File: src/rtl/aes_axis_pkg.sv
// Shared constants and types for the AES3 AXI4-Stream receive path.
package aes_axis_pkg;

   // Preamble codes carried in tdata[3:0]
   localparam logic [3:0] PRE_B = 4'h1;  // ch0, frame 0 of a block
   localparam logic [3:0] PRE_M = 4'h2;  // ch0, frames 1..191
   localparam logic [3:0] PRE_W = 4'h3;  // ch1, every frame

   // Subframe field positions
   localparam int PRE_MSB    = 3;
   localparam int SAMPLE_LSB = 4;
   localparam int SAMPLE_MSB = 27;
   localparam int C_BIT      = 30;

   // Channel-status block geometry
   localparam int FRAMES_PER_BLOCK = 192;
   localparam int FCNT_W           = $clog2(FRAMES_PER_BLOCK);

   typedef enum logic [1:0] {
      HUNT    = 2'd0,
      EXP_CH0 = 2'd1,
      EXP_CH1 = 2'd2
   } state_e;

endpackage

File: src/rtl/aes_cs_collector.sv
// Channel-status collector: builds a 192-bit block one C bit per frame and
// publishes it only when the whole block has been received.
module aes_cs_collector
   import aes_axis_pkg::*;
(
   input  logic                        clk,
   input  logic                        resetn,
   input  logic                        clr_i,
   input  logic                        wr_i,
   input  logic [FCNT_W-1:0]           idx_i,
   input  logic                        bit_i,
   input  logic                        commit_i,
   output logic [FRAMES_PER_BLOCK-1:0] block_o,
   output logic                        valid_o
);

   logic [FRAMES_PER_BLOCK-1:0] cap_q, cap_d;
   logic [FRAMES_PER_BLOCK-1:0] block_q;
   logic                        valid_q;

   // Next capture contents: merge this cycle's write so a commit sees bit 191
   always_comb begin
      // NOTE: every always_comb output gets a default first so no latch is inferred.
      cap_d = cap_q;
      if (wr_i) begin
         cap_d[idx_i] = bit_i;
      end
      if (clr_i) begin
         cap_d = '0;
      end
   end

   // Capture register: every index is rewritten before any commit, so no reset
   always_ff @(posedge clk) begin
      // NOTE: working storage that is fully overwritten before use is left unreset; only
      // externally visible state is reset.
      cap_q <= cap_d;
   end

   // Published block and its one-cycle update strobe
   always_ff @(posedge clk) begin
      if (!resetn) begin
         block_q <= '0;
         valid_q <= 1'b0;
      end else begin
         valid_q <= commit_i;
         if (commit_i) begin
            block_q <= cap_d;
         end
      end
   end

   assign block_o = block_q;
   assign valid_o = valid_q;

endmodule

File: src/rtl/aes_axis_sink.sv
// AES3 subframe sink: locks to the B/M/W preamble sequence, publishes one
// stereo pair per frame, gathers channel status and counts framing errors.
module aes_axis_sink
   import aes_axis_pkg::*;
#(
   parameter int SAMPLE_W = 24,
   parameter int ERR_W    = 16
) (
   input  logic                        clk,
   input  logic                        resetn,
   input  logic                        s_axis_audio_tvalid,
   output logic                        s_axis_audio_tready,
   input  logic [2:0]                  s_axis_audio_tid,
   input  logic [31:0]                 s_axis_audio_tdata,
   output logic [SAMPLE_W-1:0]         sample_ch0,
   output logic [SAMPLE_W-1:0]         sample_ch1,
   output logic                        frame_valid,
   output logic [FRAMES_PER_BLOCK-1:0] cs_block,
   output logic                        cs_valid,
   output logic                        lock,
   output logic                        sync_err,
   output logic [ERR_W-1:0]            err_count
);

   localparam logic [FCNT_W-1:0] FCNT_LAST = FCNT_W'(FRAMES_PER_BLOCK - 1);
   localparam logic [FCNT_W-1:0] FCNT_ONE  = FCNT_W'(1);
   localparam logic [ERR_W-1:0]  ERR_ONE   = ERR_W'(1);

   state_e                state_q;
   logic [FCNT_W-1:0]     fcnt_q;
   logic                  tready_q;
   logic                  lock_q;
   logic [SAMPLE_W-1:0]   stage_sample_q;
   logic                  stage_c_q;
   logic [SAMPLE_W-1:0]   sample_ch0_q, sample_ch1_q;
   logic                  frame_valid_q;
   logic                  sync_err_q;
   logic [ERR_W-1:0]      err_count_q;

   logic                  beat;
   logic [3:0]            pre;
   logic [SAMPLE_W-1:0]   smp;
   logic                  c_bit;
   logic                  is_b_ch0, ch0_ok, ch1_ok;
   logic                  mismatch, acquire, publish, commit;

   // V, U, P and the ch1 C bit carry nothing this block uses
   logic                  unused_bits;
   assign unused_bits = ^{s_axis_audio_tdata[31], s_axis_audio_tdata[29:28]};

   assign beat     = s_axis_audio_tvalid && tready_q;
   assign pre      = s_axis_audio_tdata[PRE_MSB:0];
   assign smp      = s_axis_audio_tdata[SAMPLE_MSB:SAMPLE_LSB];
   assign c_bit    = s_axis_audio_tdata[C_BIT];
   assign is_b_ch0 = (s_axis_audio_tid == 3'd0) && (pre == PRE_B);
   assign ch0_ok   = (s_axis_audio_tid == 3'd0) &&
                     (pre == ((fcnt_q == '0) ? PRE_B : PRE_M));
   assign ch1_ok   = (s_axis_audio_tid == 3'd1) && (pre == PRE_W);

   // Classify the accepted beat against what the current state expects
   always_comb begin
      mismatch = 1'b0;
      unique case (state_q)
         EXP_CH0: mismatch = beat && !ch0_ok;
         EXP_CH1: mismatch = beat && !ch1_ok;
         default: mismatch = 1'b0;
      endcase
      // A B/tid0 beat restarts frame 0 whether hunting or breaking sync
      acquire = beat && is_b_ch0 && ((state_q == HUNT) || mismatch);
      publish = beat && (state_q == EXP_CH1) && ch1_ok;
      commit  = publish && (fcnt_q == FCNT_LAST);
   end

   // Framing FSM with registered outputs
   always_ff @(posedge clk) begin
      // NOTE: sequential state uses non-blocking assignments so all registers update together.
      if (!resetn) begin
         state_q        <= HUNT;
         fcnt_q         <= '0;
         tready_q       <= 1'b0;
         lock_q         <= 1'b0;
         stage_sample_q <= '0;
         stage_c_q      <= 1'b0;
         sample_ch0_q   <= '0;
         sample_ch1_q   <= '0;
         frame_valid_q  <= 1'b0;
         sync_err_q     <= 1'b0;
         err_count_q    <= '0;
      end else begin
         tready_q      <= 1'b1;
         frame_valid_q <= 1'b0;
         sync_err_q    <= 1'b0;
         if (mismatch) begin
            sync_err_q <= 1'b1;
            if (err_count_q != '1) begin
               err_count_q <= err_count_q + ERR_ONE;
            end
            state_q <= HUNT;
            lock_q  <= 1'b0;
         end
         if (acquire) begin
            state_q        <= EXP_CH1;
            lock_q         <= 1'b1;
            fcnt_q         <= '0;
            stage_sample_q <= smp;
            stage_c_q      <= c_bit;
         end else if (beat && !mismatch) begin
            unique case (state_q)
               EXP_CH0: begin
                  stage_sample_q <= smp;
                  stage_c_q      <= c_bit;
                  state_q        <= EXP_CH1;
               end
               EXP_CH1: begin
                  sample_ch0_q  <= stage_sample_q;
                  sample_ch1_q  <= smp;
                  frame_valid_q <= 1'b1;
                  fcnt_q        <= (fcnt_q == FCNT_LAST) ? '0 : fcnt_q + FCNT_ONE;
                  state_q       <= EXP_CH0;
               end
               default: ;
            endcase
         end
      end
   end

   aes_cs_collector u_cs (
      .clk      (clk),
      .resetn   (resetn),
      .clr_i    (mismatch),
      .wr_i     (publish),
      .idx_i    (fcnt_q),
      .bit_i    (stage_c_q),
      .commit_i (commit),
      .block_o  (cs_block),
      .valid_o  (cs_valid)
   );

   assign s_axis_audio_tready = tready_q;
   assign sample_ch0          = sample_ch0_q;
   assign sample_ch1          = sample_ch1_q;
   assign frame_valid         = frame_valid_q;
   assign lock                = lock_q;
   assign sync_err            = sync_err_q;
   assign err_count           = err_count_q;

endmodule
File: config.mk
export PLATFORM = sky130hd
export DESIGN_NAME = aes_axis_sink
export DESIGN_NICKNAME = d
export VERILOG_FILES = /design/src/rtl/aes_axis_pkg.sv /design/src/rtl/aes_cs_collector.sv /design/src/rtl/aes_axis_sink.sv
export SDC_FILE = /design/constraint.sdc
export NUM_CORES = 1
export LEC_CHECK = 0
export ABC_AREA = 1
export CORE_MARGIN = 1
export CORE_UTILIZATION = 30
export CTS_CLUSTER_SIZE = 8
export DETAILED_ROUTE_END_ITERATION = 6
export GPL_TIMING_DRIVEN = 0
export HOLD_SLACK_MARGIN = 0.15
export PLACE_DENSITY = 0.53
export SKIP_CTS_REPAIR_TIMING = 1
export SYNTH_ARGS = -nofsm -noshare
export SYNTH_HDL_FRONTEND = slang
export SYNTH_SLANG_ARGS = --single-unit
export TNS_END_PERCENT = 10
File: constraint.sdc
create_clock -name clk -period 5.8 [get_ports clk]
set_input_delay 0.87 -clock clk [delete_from_list [all_inputs] [get_ports clk]]
set_output_delay 0.87 -clock clk [all_outputs]
set_load 0.005 [all_outputs]
== Word level (Yosys, flattened, before mapping) ==
Cells that the tools add are included.

* Bits in registers: 488
* Bits in latches: 0
* Bits in writable memories: 0
* Bits in read-only memories: 0
* Input bits: 38
* Output and inout port bits: 261
* Word-level logic and storage cells: 82
* Memories: 0

* Add/subtract/negate cells: 2
* Multipliers: 0
* Divide/modulo/power cells: 0
* Order comparisons: 2
* Equal/unequal tests: 8
* Shifts and indexed selects: 0
* Mux-type cells: 23
* Bitwise operators: 3
* Reduce and logical (&&, ||, !) cells: 29

{| class="wikitable"
|+ Operators with widths
! operator !! number
|-
| 2-to-1 mux 192 bit || 2
|-
| bitwise mux 192 bit || 1
|-
| 2-to-1 mux 24 bit || 3
|-
| adder 16 x 1 -> 16 bit (second input constant) || 1
|-
| != test 16 bit (second input constant) || 1
|-
| logical AND 1 bit || 13
|-
| less-than comparator 8 x 9 -> 1 bit (second input constant) || 1
|-
| 2-to-1 mux 1 bit || 9
|-
| adder 8 x 1 -> 8 bit (second input constant) || 1
|-
| demux 1 bit (select 8 bit) || 1
|-
| == test 8 bit (second input constant) || 1
|-
| >= comparator 8 x 1 -> 1 bit (second input constant) || 1
|-
| zero test 8 bit || 1
|-
| 2-to-1 mux 2 bit || 4
|-
| 2-to-1 mux 8 bit || 1
|-
| AND reduction 2 bit || 3
|-
| nonzero test 2 bit || 3
|-
| == test 4 x 1 -> 1 bit (second input constant) || 1
|-
| == test 4 x 2 -> 1 bit || 1
|-
| == test 4 x 2 -> 1 bit (second input constant) || 1
|-
| one-hot mux 2 bit (2 select lines) || 1
|-
| == test 3 x 1 -> 1 bit (second input constant) || 1
|-
| zero test 1 bit || 3
|-
| zero test 3 bit || 1
|-
| other kinds (9) || 11
|}

== Logic depth before layout (Yosys ltp) ==
* Word-level depth: 11
* Gate-level depth with buffers: 13

== Modules after synthesis ==
From an unflattened synthesis, not the netlist that was laid out.

* Cells, all modules: 2859
* Area total of the unflattened synthesis: 20482.1 um^2

{| class="wikitable"
|+ Modules (own cells, without submodules)
! module !! instances !! cells an instance !! area each (um^2) !! seq. area each (um^2)
|-
| aes_cs_collector || 1 || 2151 || 15508.6 || 7707.4
|-
| aes_axis_sink || 1 || 708 || 4973.5 || 2062.0
|}

== Worst setup path after synthesis ==
OpenSTA, ideal clock, no wires.

* Kind: in2reg
* Start: in s_axis_audio_tdata[3]
* End: reg u_cs.block_q[144] (netlist: u_cs.block_o[144])
* Setup time: 0.070 ns
* Data arrival time: 2.215 ns
* Data required time: 5.730 ns
* Setup slack: 3.516 ns
* Cell stages on the path: 9
* Cells stage by stage: nor2_1 nand4_1 nor3_2 buf_2 buf_1 nand2_1 o21ai_0 nand2_1 a21oi_1

* Longest elaborated chain between the ends: 6

{| class="wikitable"
|+ Ends and longest elaborated chain
! element !! RTL line !! source
|-
| from (decl) || aes_axis_sink.sv:14 || <nowiki>input logic [31:0] s_axis_audio_tdata,</nowiki>
|-
| == test 4 x 2 -> 1 bit (on tied branches) || aes_axis_sink.sv:58, aes_axis_sink.sv:57 ||
|-
| logical AND 1 bit (on tied branches) || aes_axis_sink.sv:58, aes_axis_sink.sv:56 ||
|-
| zero test 1 bit (on tied branches) || aes_axis_sink.sv:65, aes_axis_sink.sv:64 ||
|-
| logical AND 1 bit (on tied branches) || aes_axis_sink.sv:65, aes_axis_sink.sv:64 ||
|-
| one-hot mux 1 bit (2 select lines) || aes_axis_sink.sv:63 || <nowiki>unique case (state_q)</nowiki>
|-
| 2-to-1 mux 192 bit || aes_cs_collector.sv:28 || <nowiki>if (clr_i) begin</nowiki>
|-
| to (signal assigned) || aes_cs_collector.sv:48 || <nowiki>block_q <= cap_d;</nowiki>
|-
| to (decl) || aes_cs_collector.sv:18 || <nowiki>logic [FRAMES_PER_BLOCK-1:0] block_q;</nowiki>
|}

Parallel ways exist; a longest one is shown, timed or not.
A chain may end at the register's enable or synchronous reset.

== Worst setup path in the final report ==
* Start: in s_axis_audio_tdata[3]
* End: reg u_cs.block_q[81] (netlist: u_cs.block_o[81])

Same word-level chain as after synthesis.

==> reports/results.ini <==
[outcome]
status = complete, but fails checks
violations = capacitance limit, slew limit

[cts]
clkTransAtPathRegs_ns = 0.05
cts_buffer_depth = 3
cts_made_buffers = 71
cts_max_level = 3
cts_sinks = 487
clk_latency_ns = 0.61
cts_tree = built
clockRootBuffer = clkbuf_16

[setup_path]
end_kind = register
worstRegToRegCells = 10
cp_common_cell = clkbuf_1
cp-endpoint = u_cs.block_o[81]
crit_chain = clkdlybuf4s50_1, nor2_1, nand4_1, nor3_2, clkbuf_1, clkbuf_1, o21ai_0, nand2_1, a21oi_1
worstPathArrival_ns = 3.95
critPathTopFamily = buffers and inverters
cpMaxStageDelayCell = clkbuf_1
path_buf_inv = 3
cp.required_ns = 6.27
reg2reg_from = fcnt_q[1]
worstSetupStartpoint = s_axis_audio_tdata[3]
crit_fanout = 10
crit_type = input port to register
cpPeakStageDelay_ns = 0.68
r2r_end = u_cs.block_o[78]
cp_num_cells = 9
start_kind = input port
rrSetupSlack_ns = 2.61

[placement]
gp_congestion = 0.841
placed_area_um2 = 25800
hpwl_um = 52900
port_buffers = 295

[timing]
relSlewSlack_pct = -7.04
tightest_slew_ns = 1.61
post-route-period-util_pct = 59.9
clock_skew_ns = 0.0278
fin_tns_setup_ns = 0
rsz0062_at_grt = no
report.final.slew_viol_count = 22
hold_viol = 0
setup_viol = 0
period_needed_ns = 3.47
fmax_mhz = 288

[flow_run]
cap_violations = 2

[die]
core_area_um2 = 71500
die_y_um = 271
die-area_um2 = 73300
boundaryPins = 299
rows = 98
chipWidth_um = 271
initial_core_util_pct = 30.3

[route]
drt_iter0_markers = 1595
routed_wirelength_um = 77300
antenna_left = 0
first_pass_iters = 5
vias = 21100
drc_errors = 0
avgRoutedWirePerCell_um = 17.0
vias_per_cell = 4.63

[synth]
synth_nets = 3273
ys_seq_area_share_pct = 45.0
ys_async_sr_fraction_pct = 0
synthFlopType = dfxtp_1
yosysWarnings = 0
syn-cell-area_um2 = 21700
synth-seq-cells = 487
syn_avg_cell_area_um2 = 6.72
synth_cell_type_count = 31
synthCells = 3227
synth-edff-count = 0

[global_routing]
grt_pass1_wl_um = 117000
first_global_vias = 19400
grt_max_degree = 11
grt_usage_pct = 20.7
grt.overflow.total = 0
antenna_found_initial = 7

[pwr]
p_per_area_nw_per_um2 = 265
p_leak_nw = 13.5
peakVddDrop_uv = 159
p_total_w = 0.00736

[finish]
final_util_pct = 38.8
area_growth_pct = 27.9
drive_gt1_share_pct = 5.69
fill_cells = 7641
fin_nets = 3641
fin_area_um2 = 27700
regArea_um2 = 9750
multi_input_area_um2 = 9160

[worst_hold_path]
holdCritPathClass = register to register

-- cells by family after synthesis --
group                      synth area share [%]
buffers and inverters                      12.8
xor gates and xnor gates                  0.525
AOI/OAI and AO/OA                          20.2
and+or+nand+nor                            21.1
DFF                                        45.0
adders and majority gates                 0.462
-- worst min path at each step --
stage / slack (ns) / to / startpoint / cells after the start
3_5_place_dp: 0.46 / u_cs.block_o[191] / u_cs.block_o[191] / 2
3_3_place_gp: 0.46 / u_cs.block_o[191] / u_cs.block_o[191] / 2
4_1_cts: 0.47 / u_cs.block_o[191] / u_cs.block_o[191] / 2
2_1_floorplan: 0.46 / fcnt_q[7] / fcnt_q[7] / 2
5_1_grt: 0.48 / lock / lock / 2
6_report: 0.46 / lock / lock / 2
-- worst register-to-register path, delay by kind of cell (launching register included) --
family	cells	cell delay, ns
AND/OR/NAND/NOR	3	0.80
flip-flops	1	0.41
buffers and inverters	5	1.51
adder cells (fa/ha/maj)	1	0.21
AO/OA/AOI/OAI	1	0.11
-- flip-flops by register name (all words and copies together), names as in the netlist, 8 cells and up, named ones only --
| name | cells |
|---|---|
| u_cs.cap_q | 191 |
| err_count | 16 |
| stage_sample_q | 24 |
| sample_ch0 | 24 |
| sample_ch1 | 24 |
| u_cs.block_o | 192 |
| fcnt_q | 8 |
-- report_power, final --
group / leakage (nW) / internal [W] / switching, W
registers: 3.94 / 0.00340 / 0.0000202
clock network: 0.932 / 0.00219 / 0.00153
logic: 8.66 / 0.0000812 / 0.000136
-- final cells by class --
| type | instances | share of cell area, % |
|---|---|---|
| clock buffer | 76 | 6.51 |
| sequential | 487 | 35.2 |
| timing repair buffer | 295 | 10.6 |
| tap | 950 | 4.29 |
| multi-input combinational | 2052 | 33.0 |
| buffer | 221 | 3.68 |
| clock inverter | 7 | 0.365 |
| antenna | 1 | 0.00902 |
| inverter | 467 | 6.32 |
-- metal layers --
| layer | wire length, µm | vias up | global-route usage (%) |
|---|---|---|---|
| li1 | - | 10900 | - |
| met1 | 35500 | 9584 | 27.6 |
| met2 | 34500 | 503 | 32.7 |
| met3 | 4140 | 164 | 3.66 |
| met4 | 3090 | 6 | 8.49 |
| met5 | 32 | - | 0 |
-- placed cells by master (no fill, tap or decap), types with 2 or more instances in the layout --
cell / Yosys / routed
a21oi_1: 291 / 291
buf_1: 6 / 6
buf_2: 99 / 99
buf_4: 4 / 4
buf_6: 7 / 7
clkbuf_1: 105 / 109
clkbuf_16: 0 / 71
clkdlybuf4s50_1: 0 / 295
clkinv_8: 0 / 3
dfxtp_1: 487 / 487
ha_1: 8 / 8
inv_1: 461 / 461
inv_2: 5 / 5
inv_6: 0 / 2
nand2_1: 899 / 899
nand2_2: 2 / 2
nand3_1: 94 / 94
nand4_1: 7 / 7
nor2_1: 125 / 125
nor2_2: 4 / 4
nor3_1: 22 / 22
nor3_2: 2 / 2
o21ai_0: 575 / 575
o21ai_1: 2 / 2
xnor2_1: 2 / 2
xor2_1: 11 / 11
-- stage by stage --
stage	hold slack, ns	std cells	worst slack [ns]
2_1_floorplan	0.459	3227	3.52
3_3_place_gp	0.457	4472	1.78
3_5_place_dp	0.460	4472	1.67
4_1_cts	0.469	4555	2.30
5_1_grt	0.481	4556	2.05
6_report	0.465	4556	2.33
-- synthesized netlist by cell type, types with 2 or more instances --
| cell type | number | share of area (%) |
|---|---|---|
| inv_1 | 461 | 8.0 |
| buf_1 | 6 | 0.10 |
| nor2_2 | 4 | 0.12 |
| clkbuf_1 | 105 | 1.8 |
| nor3_1 | 22 | 0.51 |
| a21oi_1 | 291 | 6.7 |
| o21ai_0 | 575 | 13 |
| o21ai_1 | 2 | 0.046 |
| nand2_1 | 899 | 16 |
| nand3_1 | 94 | 2.2 |
| dfxtp_1 | 487 | 45 |
| nor2_1 | 125 | 2.2 |
| inv_2 | 5 | 0.087 |
| nor3_2 | 2 | 0.092 |
| buf_2 | 99 | 2.3 |
| xor2_1 | 11 | 0.44 |
| nand2_2 | 2 | 0.058 |
| xnor2_1 | 2 | 0.081 |
| buf_4 | 4 | 0.14 |
| ha_1 | 8 | 0.46 |
| nand4_1 | 7 | 0.20 |
| buf_6 | 7 | 0.36 |
No activity file was read; power rests on OpenSTA's default activity.
